**config.mk**
```make
export PLATFORM = sky130hd
export DESIGN_NAME = controle_jogo
export DESIGN_NICKNAME = d
export VERILOG_FILES = /design/src/rtl/controle_jogo.sv
export SDC_FILE = /design/constraint.sdc
export NUM_CORES = 1
export LEC_CHECK = 0
export BUFFER_PORTS_ARGS = -buffer_cell sky130_fd_sc_hd__buf_2
export CORE_ASPECT_RATIO = 0.6
export CORE_UTILIZATION = 35
export DETAILED_ROUTE_END_ITERATION = 6
export GPL_TIMING_DRIVEN = 0
export PLACE_DENSITY = 0.61
export SETUP_SLACK_MARGIN = 0.15
export SYNTH_ARGS = -nofsm -noshare
export SYNTH_HDL_FRONTEND = slang
export SYNTH_SLANG_ARGS = --single-unit
```
**constraint.sdc**
```tcl
create_clock -name CLOCK_50 -period 1.4 [get_ports CLOCK_50]
set_input_delay 0.28 -clock CLOCK_50 [delete_from_list [all_inputs] [get_ports CLOCK_50]]
set_output_delay 0.28 -clock CLOCK_50 [all_outputs]
set_load 0.01 [all_outputs]
```
**src/rtl/controle_jogo.sv**
```systemverilog
// Game controller for the breakout-style game: start/launch/pause handling,
// lives and score bookkeeping, frame tick generation and restart/launch pulses.
module controle_jogo #(
    parameter int unsigned VIDAS_INICIAIS = 3,
    parameter int unsigned TICK_DIV       = 833333,
    parameter int unsigned PONTOS_BLOCO   = 10,
    parameter int unsigned ATRASO_FRAMES  = 60
) (
    input  logic        CLOCK_50,
    input  logic        reset,
    input  logic [3:0]  keysout,
    input  logic        bola_perdida,
    input  logic        bloco_destruido,
    input  logic        sem_blocos,
    output logic        pausa,
    output logic        reiniciarJogo,
    output logic        iniciarBola,
    output logic [1:0]  vidas,
    output logic [15:0] pontos,
    output logic [2:0]  estado,
    output logic        tick_frame
);

    localparam int unsigned TICK_W  = (TICK_DIV > 1) ? $clog2(TICK_DIV) : 1;
    localparam int unsigned FRAME_W = (ATRASO_FRAMES > 0) ? $clog2(ATRASO_FRAMES + 1) : 1;

    localparam logic [TICK_W-1:0]  TICK_LAST  = TICK_W'(TICK_DIV - 1);
    localparam logic [FRAME_W-1:0] FRAME_LAST = FRAME_W'(ATRASO_FRAMES - 1);
    localparam logic [1:0]         VIDAS_INI  = 2'(VIDAS_INICIAIS);
    localparam logic [16:0]        PONTOS_INC = 17'(PONTOS_BLOCO);

    typedef enum logic [2:0] {
        IDLE    = 3'd0,
        SERVE   = 3'd1,
        PLAY    = 3'd2,
        PAUSADO = 3'd3,
        PERDEU  = 3'd4,
        FIM     = 3'd5,
        VITORIA = 3'd6
    } estado_t;

    estado_t            estado_q, estado_d;
    logic               pausa_q, pausa_d;
    logic               reinicia_q, reinicia_d;
    logic               inicia_q, inicia_d;
    logic [1:0]         vidas_q, vidas_d;
    logic [15:0]        pontos_q, pontos_d;
    logic [FRAME_W-1:0] frame_cnt_q, frame_cnt_d;
    logic [TICK_W-1:0]  tick_cnt_q;
    logic               tick_frame_q;
    logic [1:0]         key_q;
    logic               start_press;
    logic               pause_press;
    logic [16:0]        pontos_soma;
    logic [15:0]        pontos_sat;
    logic               unused_keys;

    assign unused_keys = ^keysout[1:0];

    // Key level history; loading the live level under reset means a key held
    // through reset release does not register as a press.
    always_ff @(posedge CLOCK_50) begin
        if (reset) begin
            key_q <= keysout[3:2];
        end else begin
            key_q <= keysout[3:2];
        end
    end

    assign start_press = keysout[2] & ~key_q[0];
    assign pause_press = keysout[3] & ~key_q[1];

    // Free-running frame divider, one-cycle pulse every TICK_DIV cycles.
    always_ff @(posedge CLOCK_50) begin
        if (reset) begin
            tick_cnt_q   <= '0;
            tick_frame_q <= 1'b0;
        end else begin
            tick_frame_q <= (tick_cnt_q == TICK_LAST);
            tick_cnt_q   <= (tick_cnt_q == TICK_LAST) ? '0 : tick_cnt_q + TICK_W'(1);
        end
    end

    // Saturating score increment.
    assign pontos_soma = {1'b0, pontos_q} + PONTOS_INC;
    assign pontos_sat  = pontos_soma[16] ? 16'hFFFF : pontos_soma[15:0];

    // State register plus registered game outputs.
    always_ff @(posedge CLOCK_50) begin
        if (reset) begin
            estado_q    <= IDLE;
            pausa_q     <= 1'b1;
            reinicia_q  <= 1'b0;
            inicia_q    <= 1'b0;
            vidas_q     <= VIDAS_INI;
            pontos_q    <= '0;
            frame_cnt_q <= '0;
        end else begin
            estado_q    <= estado_d;
            pausa_q     <= pausa_d;
            reinicia_q  <= reinicia_d;
            inicia_q    <= inicia_d;
            vidas_q     <= vidas_d;
            pontos_q    <= pontos_d;
            frame_cnt_q <= frame_cnt_d;
        end
    end

    // Next-state selection; ball loss outranks level clear, which outranks pause.
    always_comb begin
        estado_d = estado_q;
        case (estado_q)
            IDLE, FIM, VITORIA: begin
                if (start_press) estado_d = SERVE;
            end
            SERVE: begin
                if (start_press) estado_d = PLAY;
            end
            PLAY: begin
                if (bola_perdida) begin
                    estado_d = (vidas_q <= 2'd1) ? FIM : PERDEU;
                end else if (sem_blocos) begin
                    estado_d = VITORIA;
                end else if (pause_press) begin
                    estado_d = PAUSADO;
                end
            end
            PAUSADO: begin
                if (pause_press) estado_d = PLAY;
            end
            PERDEU: begin
                if (tick_frame_q && (frame_cnt_q == FRAME_LAST)) estado_d = SERVE;
            end
            default: estado_d = IDLE;
        endcase
    end

    // Output, lives, score and delay-counter updates for the coming edge.
    always_comb begin
        reinicia_d  = 1'b0;
        inicia_d    = 1'b0;
        vidas_d     = vidas_q;
        pontos_d    = pontos_q;
        frame_cnt_d = frame_cnt_q;
        pausa_d     = !((estado_d == SERVE) || (estado_d == PLAY));
        case (estado_q)
            IDLE, FIM, VITORIA: begin
                if (start_press) begin
                    reinicia_d = 1'b1;
                    vidas_d    = VIDAS_INI;
                    pontos_d   = '0;
                end
            end
            SERVE: begin
                if (start_press) inicia_d = 1'b1;
            end
            PLAY: begin
                if (bloco_destruido) pontos_d = pontos_sat;
                if (bola_perdida) begin
                    vidas_d     = (vidas_q == 2'd0) ? 2'd0 : vidas_q - 2'd1;
                    frame_cnt_d = '0;
                end
            end
            PERDEU: begin
                if (tick_frame_q) frame_cnt_d = frame_cnt_q + FRAME_W'(1);
            end
            default: ;
        endcase
    end

    assign estado        = estado_q;
    assign pausa         = pausa_q;
    assign reiniciarJogo = reinicia_q;
    assign iniciarBola   = inicia_q;
    assign vidas         = vidas_q;
    assign pontos        = pontos_q;
    assign tick_frame    = tick_frame_q;

endmodule

```
[After elaboration in Yosys (flattened, before gate mapping)]
Index checks and enable logic that the tools add are counted.
Storage, ports and cells
  register bits: 53
  input bits: 9
  output and inout bits: 25
  word-level logic and storage cells: 70
Cells by class
  add/subtract/negate cells: 4
  order comparisons: 1
  equal/unequal tests: 14
  muxes and demuxes: 21
  bitwise logic cells: 6
  reductions and logical operators: 14
Operators with widths (number)
  $mux W16: 3
  $pmux W16 S2: 1
  $mux W3: 7
  $add A20 B1 Y20 const B: 1
  $eq A20 B20 Y1 const B: 1
  $add A16 B4 Y17 const B: 1
  $pmux W3 S5: 1
  $mux W6: 2
  $pmux W6 S2: 1
  $eq A3 B2 Y1 const B: 3
  $eq A3 B3 Y1 const B: 3
  $reduce_and A3 Y1: 3
  $ne A2 B2 Y1 const B: 4
  $add A6 B1 Y6 const B: 1
  $eq A3 B1 Y1 const B: 2
  $eq A6 B6 Y1 const B: 1
  $mux W2: 3
  $reduce_or A2 Y1: 3
  $not A1 Y1: 4
  $pmux W2 S2: 1
  $reduce_bool A2 Y1: 2
  $logic_not A3 Y1: 1
  $reduce_or A3 Y1: 1
  $and A1 B1 Y1: 2
  other kinds (7): 8

[Depth between registers and ports, before layout]
  word-level depth: 9
  mapped depth: 7
  mapped depth without buffers: 6

[Worst setup path before layout]
Ideal clock, no wire load.
  kind: reg2reg
  start point: reg pontos_q[1] (netlist: pontos[1])
  end point: reg pontos_q[11] (netlist: pontos[11])
  library setup time: 0.117 ns
  data arrival time: 1.433 ns
  required time: 1.283 ns
  path slack: -0.150 ns
  stages on the path, launching flop included: 7
  path buffers: 0
  clock period less this slack: 1.550 ns
  cells stage by stage: dfxtp_1 > ha_1 > o211a_1 > nand4_1 > o21ai_0 > nand2b_1 > a32o_1
Between the ends
  word-level cells in the longest chain between the ends: 4
Ends and longest elaborated chain
  start: declaration: RTL line 47  | logic [15:0] pontos_q, pontos_d;
  start signal: assignment: RTL line 104  | pontos_q <= pontos_d;
  $add A16 B4 Y17: RTL line 85  | assign pontos_soma = {1'b0, pontos_q} + PONTOS_INC;
  $mux W16: RTL line 86  | assign pontos_sat = pontos_soma[16] ? 16'hFFFF : pontos_soma[15:0];
  $mux W16: RTL line 158  | if (bloco_destruido) pontos_d = pontos_sat;
  $pmux W16 S2: RTL line 146  | case (estado_q)
No other way between the ends. The select of a mux whose other input is x is not followed.
A chain may end at the register's enable or synchronous reset.

[Worst setup path after layout]
  start point: reg tick_cnt_q[0]
  end point: reg tick_cnt_q[19]
Between the ends
  word-level cells in the longest chain between the ends: 2
  elaborated cells between the ends (all ways): 3
  those cells by class: add/sub: 1; eq/ne: 1; reduce/logical: 1
Ends and longest elaborated chain
  start: declaration: RTL line 49  | logic [TICK_W-1:0] tick_cnt_q;
  start signal: assignment: RTL line 80  | tick_cnt_q <= (tick_cnt_q == TICK_LAST) ? '0 : tick_cnt_q + TICK_W'(1);
  parallel branches: the longest is 2 deep, another holds $add A20 B1 Y20
Several ways; the timed one is not identified.

==> flow_summary.ini <==
[timing]
worst_slack_ns = -0.153
period_minus_slack_ns = 1.55
holdWs_ns = 0.113
finalHoldViolCount = 0
tightest_slew_ns = 0.799
min_period_over_period_pct = 111
setup_viol = 38
fmax_mhz = 644
rsz0062_at_grt = yes
slew_headroom_pct = 46.7
fin_skew_ns = 0.00847
maxSlewViolCount = 0

[clock_network]
clk_pin_slew_worst_paths_ns = 0.07
tritoncts = built
cts.sinks = 53
worstSkewPairLatency_ns = 0.30
clockBufferDepth = 2
postCtsHoldBufs = 0
cts_buffers = 5
h-tree-depth = 2
root_buffer = clkbuf_16

[cells_and_area]
stdcell_area_um2 = 4090
final_common_cell = buf_4
syn_to_final_growth_pct = 53.5
drive_above_1_share_pct = 51.4
multi_input_area_um2 = 1950
seqCellArea_um2 = 1110
nets = 399
diodes = 0
mostFrequentLayoutCells = 35 x buf_4, 32 x buf_2, 31 x nor2_1
fillers = 627

[yosys]
ys_ff_latch = 53
yosysWarnings = 0
synth_top_area_cell = dfxtp_1
syn-cell-area_um2 = 2660
synth_nets = 311
synthSimpleGateAreaFrac_pct = 28.4
synth_xor_area_share_pct = 8.55
synth_area_per_cell_um2 = 8.93
synth_top_family_by_area = simple AND/OR/NAND/NOR gates
synth_edf_count = 0
ys_top_cells_by_area = dfxtp_1 40%, nor2_1 5.8%, xor2_1 5.3%
yosys.area_share.adder_pct = 1.88
ys_seq_area_share_pct = 39.8
synthFlopType = dfxtp_1
synth_mux_area_share_pct = 0.752
synth_compound_area_share_pct = 16.1
synthCells = 298
synth_cell_types = 57
ys_async_sr_fraction_pct = 0
synth_top_area_share_pct = 39.8

[floorplanning]
start_util_pct = 36.5
die_area_um2 = 7970
die_y_um = 69.6
row_count = 24
io_pins = 34
core_um2 = 7300
die_w_um = 115

[detailed_routing]
ant_nets = 0
wl_mm = 7.60
via_count = 2582
drtIter0Drc = 123
drc = 0
wl_per_cell_um = 15.5
viasPerCell = 5.26
drtPass1Iterations = 5

[grt]
antenna_found_initial = 0
grt-ovfl-total = 0
grt_max_degree = 16
grt_pass1_wl_mm = 11.9
grt_pass1_vias = 2346
groute.usage.overall_pct = 19.1

[power]
p_leak_nw = 1.71
ir_worst_vdd_mv = 0.446
power.density_nw_per_um2 = 764

[placement]
hpwl_mm = 4.56
gp_congestion = 0.852
place_area_um2 = 3040
numPortBuffers = 31
post-place-ws_ns = -0.219

[setup_path]
cp_data_required_time_ns = 1.59
path_class = reg -> reg
end_kind = flop
worstPathArrival_ns = 1.74
path_buf_inv = 1
path_common_cell = nand4_1
crit_chain = buf_4 > nand4_1 > nor4_4 > nand4_1 > xor2_1 > nor2_2
start_kind = flop
worst-path-max-fanout = 4
cpLargestDelayFamily = simple AND/OR/NAND/NOR gates
cpPeakStageDelay_ns = 0.38
crit_slowest_cell = dfxtp_4

[status]
outcome = complete, but fails checks
violations = negative setup slack

[job]
cap_violations = 0

[min_path]
min_path_type = in -> reg
[flip-flops by register name (all words and copies together) (netlist names)]
register	cells
pausa	1
tick_frame	1
reiniciarJogo	1
tick_cnt_q	20
frame_cnt_q	6
iniciarBola	1
pontos	16
key_q	2
estado	3
vidas	2
[cell type report]
class                           instances  share of cell area, %
Buffer                                 10                   2.88
Clock buffer                            6                   3.15
Clock inverter                          2                  0.245
Inverter                               10                   1.04
Multi-Input combinational cell        225                   47.7
Sequential cell                        53                   27.1
Tap cell                              104                   3.18
Timing Repair Buffer                   81                   14.7
[through the flow]
stage                     setup TNS (ns)  power [mW]  instances  util, %
final                              -4.12        3.12        491     56.0
after global routing               -7.88        3.27        491     56.0
after CTS                          -4.26        3.07        469     50.2
after detailed placement           -5.55        1.78        433     41.6
after global placement             -4.21        1.78        433     41.6
after floorplan                -0.000373        1.72        298        -
[where the power goes]
group	internal [mW]	switching [mW]
Combinational	0.185	0.185
Sequential	1.52	0.0215
Clock	0.658	0.551
[synthesized netlist by cell type, types with 3 or more instances]
cell type	instances
nor3_1	3
inv_1	10
a31oi_1	4
nand2b_1	4
ha_1	4
nor4_1	3
a21o_1	6
nor2_1	41
a21oi_1	10
nand2_1	20
o31ai_1	3
xnor2_1	10
o21ai_0	14
nand4b_1	3
dfxtp_1	53
a32o_1	4
nand3b_1	3
nor4bb_1	3
xor2_1	16
nand3_1	17
buf_4	3
nand4_1	8
nor2_2	3
buf_6	4
[cells by family after synthesis]
kind of cell               after synthesis
muxes                                    2
DFF                                     53
AOI/OAI and AO/OA                       61
adders and majority gates                4
and+or+nand+nor                        132
buffers and inverters                   20
xor gates and xnor gates                26
[worst paths after layout]
kind | start | end | slack, ns | cells past startpoint
max | tick_cnt_q[0] | tick_cnt_q[19] | -0.15 | 6
min | keysout[3] | key_q[1] | 0.11 | 1
max reg2reg | tick_cnt_q[0] | tick_cnt_q[19] | -0.15 | 6
min reg2reg | pontos[0] | pontos[0] | 0.51 | 2
[layer usage]
layer,vias up,GRT usage (%),wire length [um]
li1,1246,-,-
met1,1258,28.0,3600
met2,71,28.1,3550
met3,7,3.85,381
met4,0,5.48,70
met5,-,0,0
[timing repair]
item                       4_1_cts  5_1_grt
setup endpoints to repair       49       50
pin swaps                       38       45
cloned                           2        1
buffers inserted                26       21
resized for setup               70       64
(Power assumes the default switching activity.)
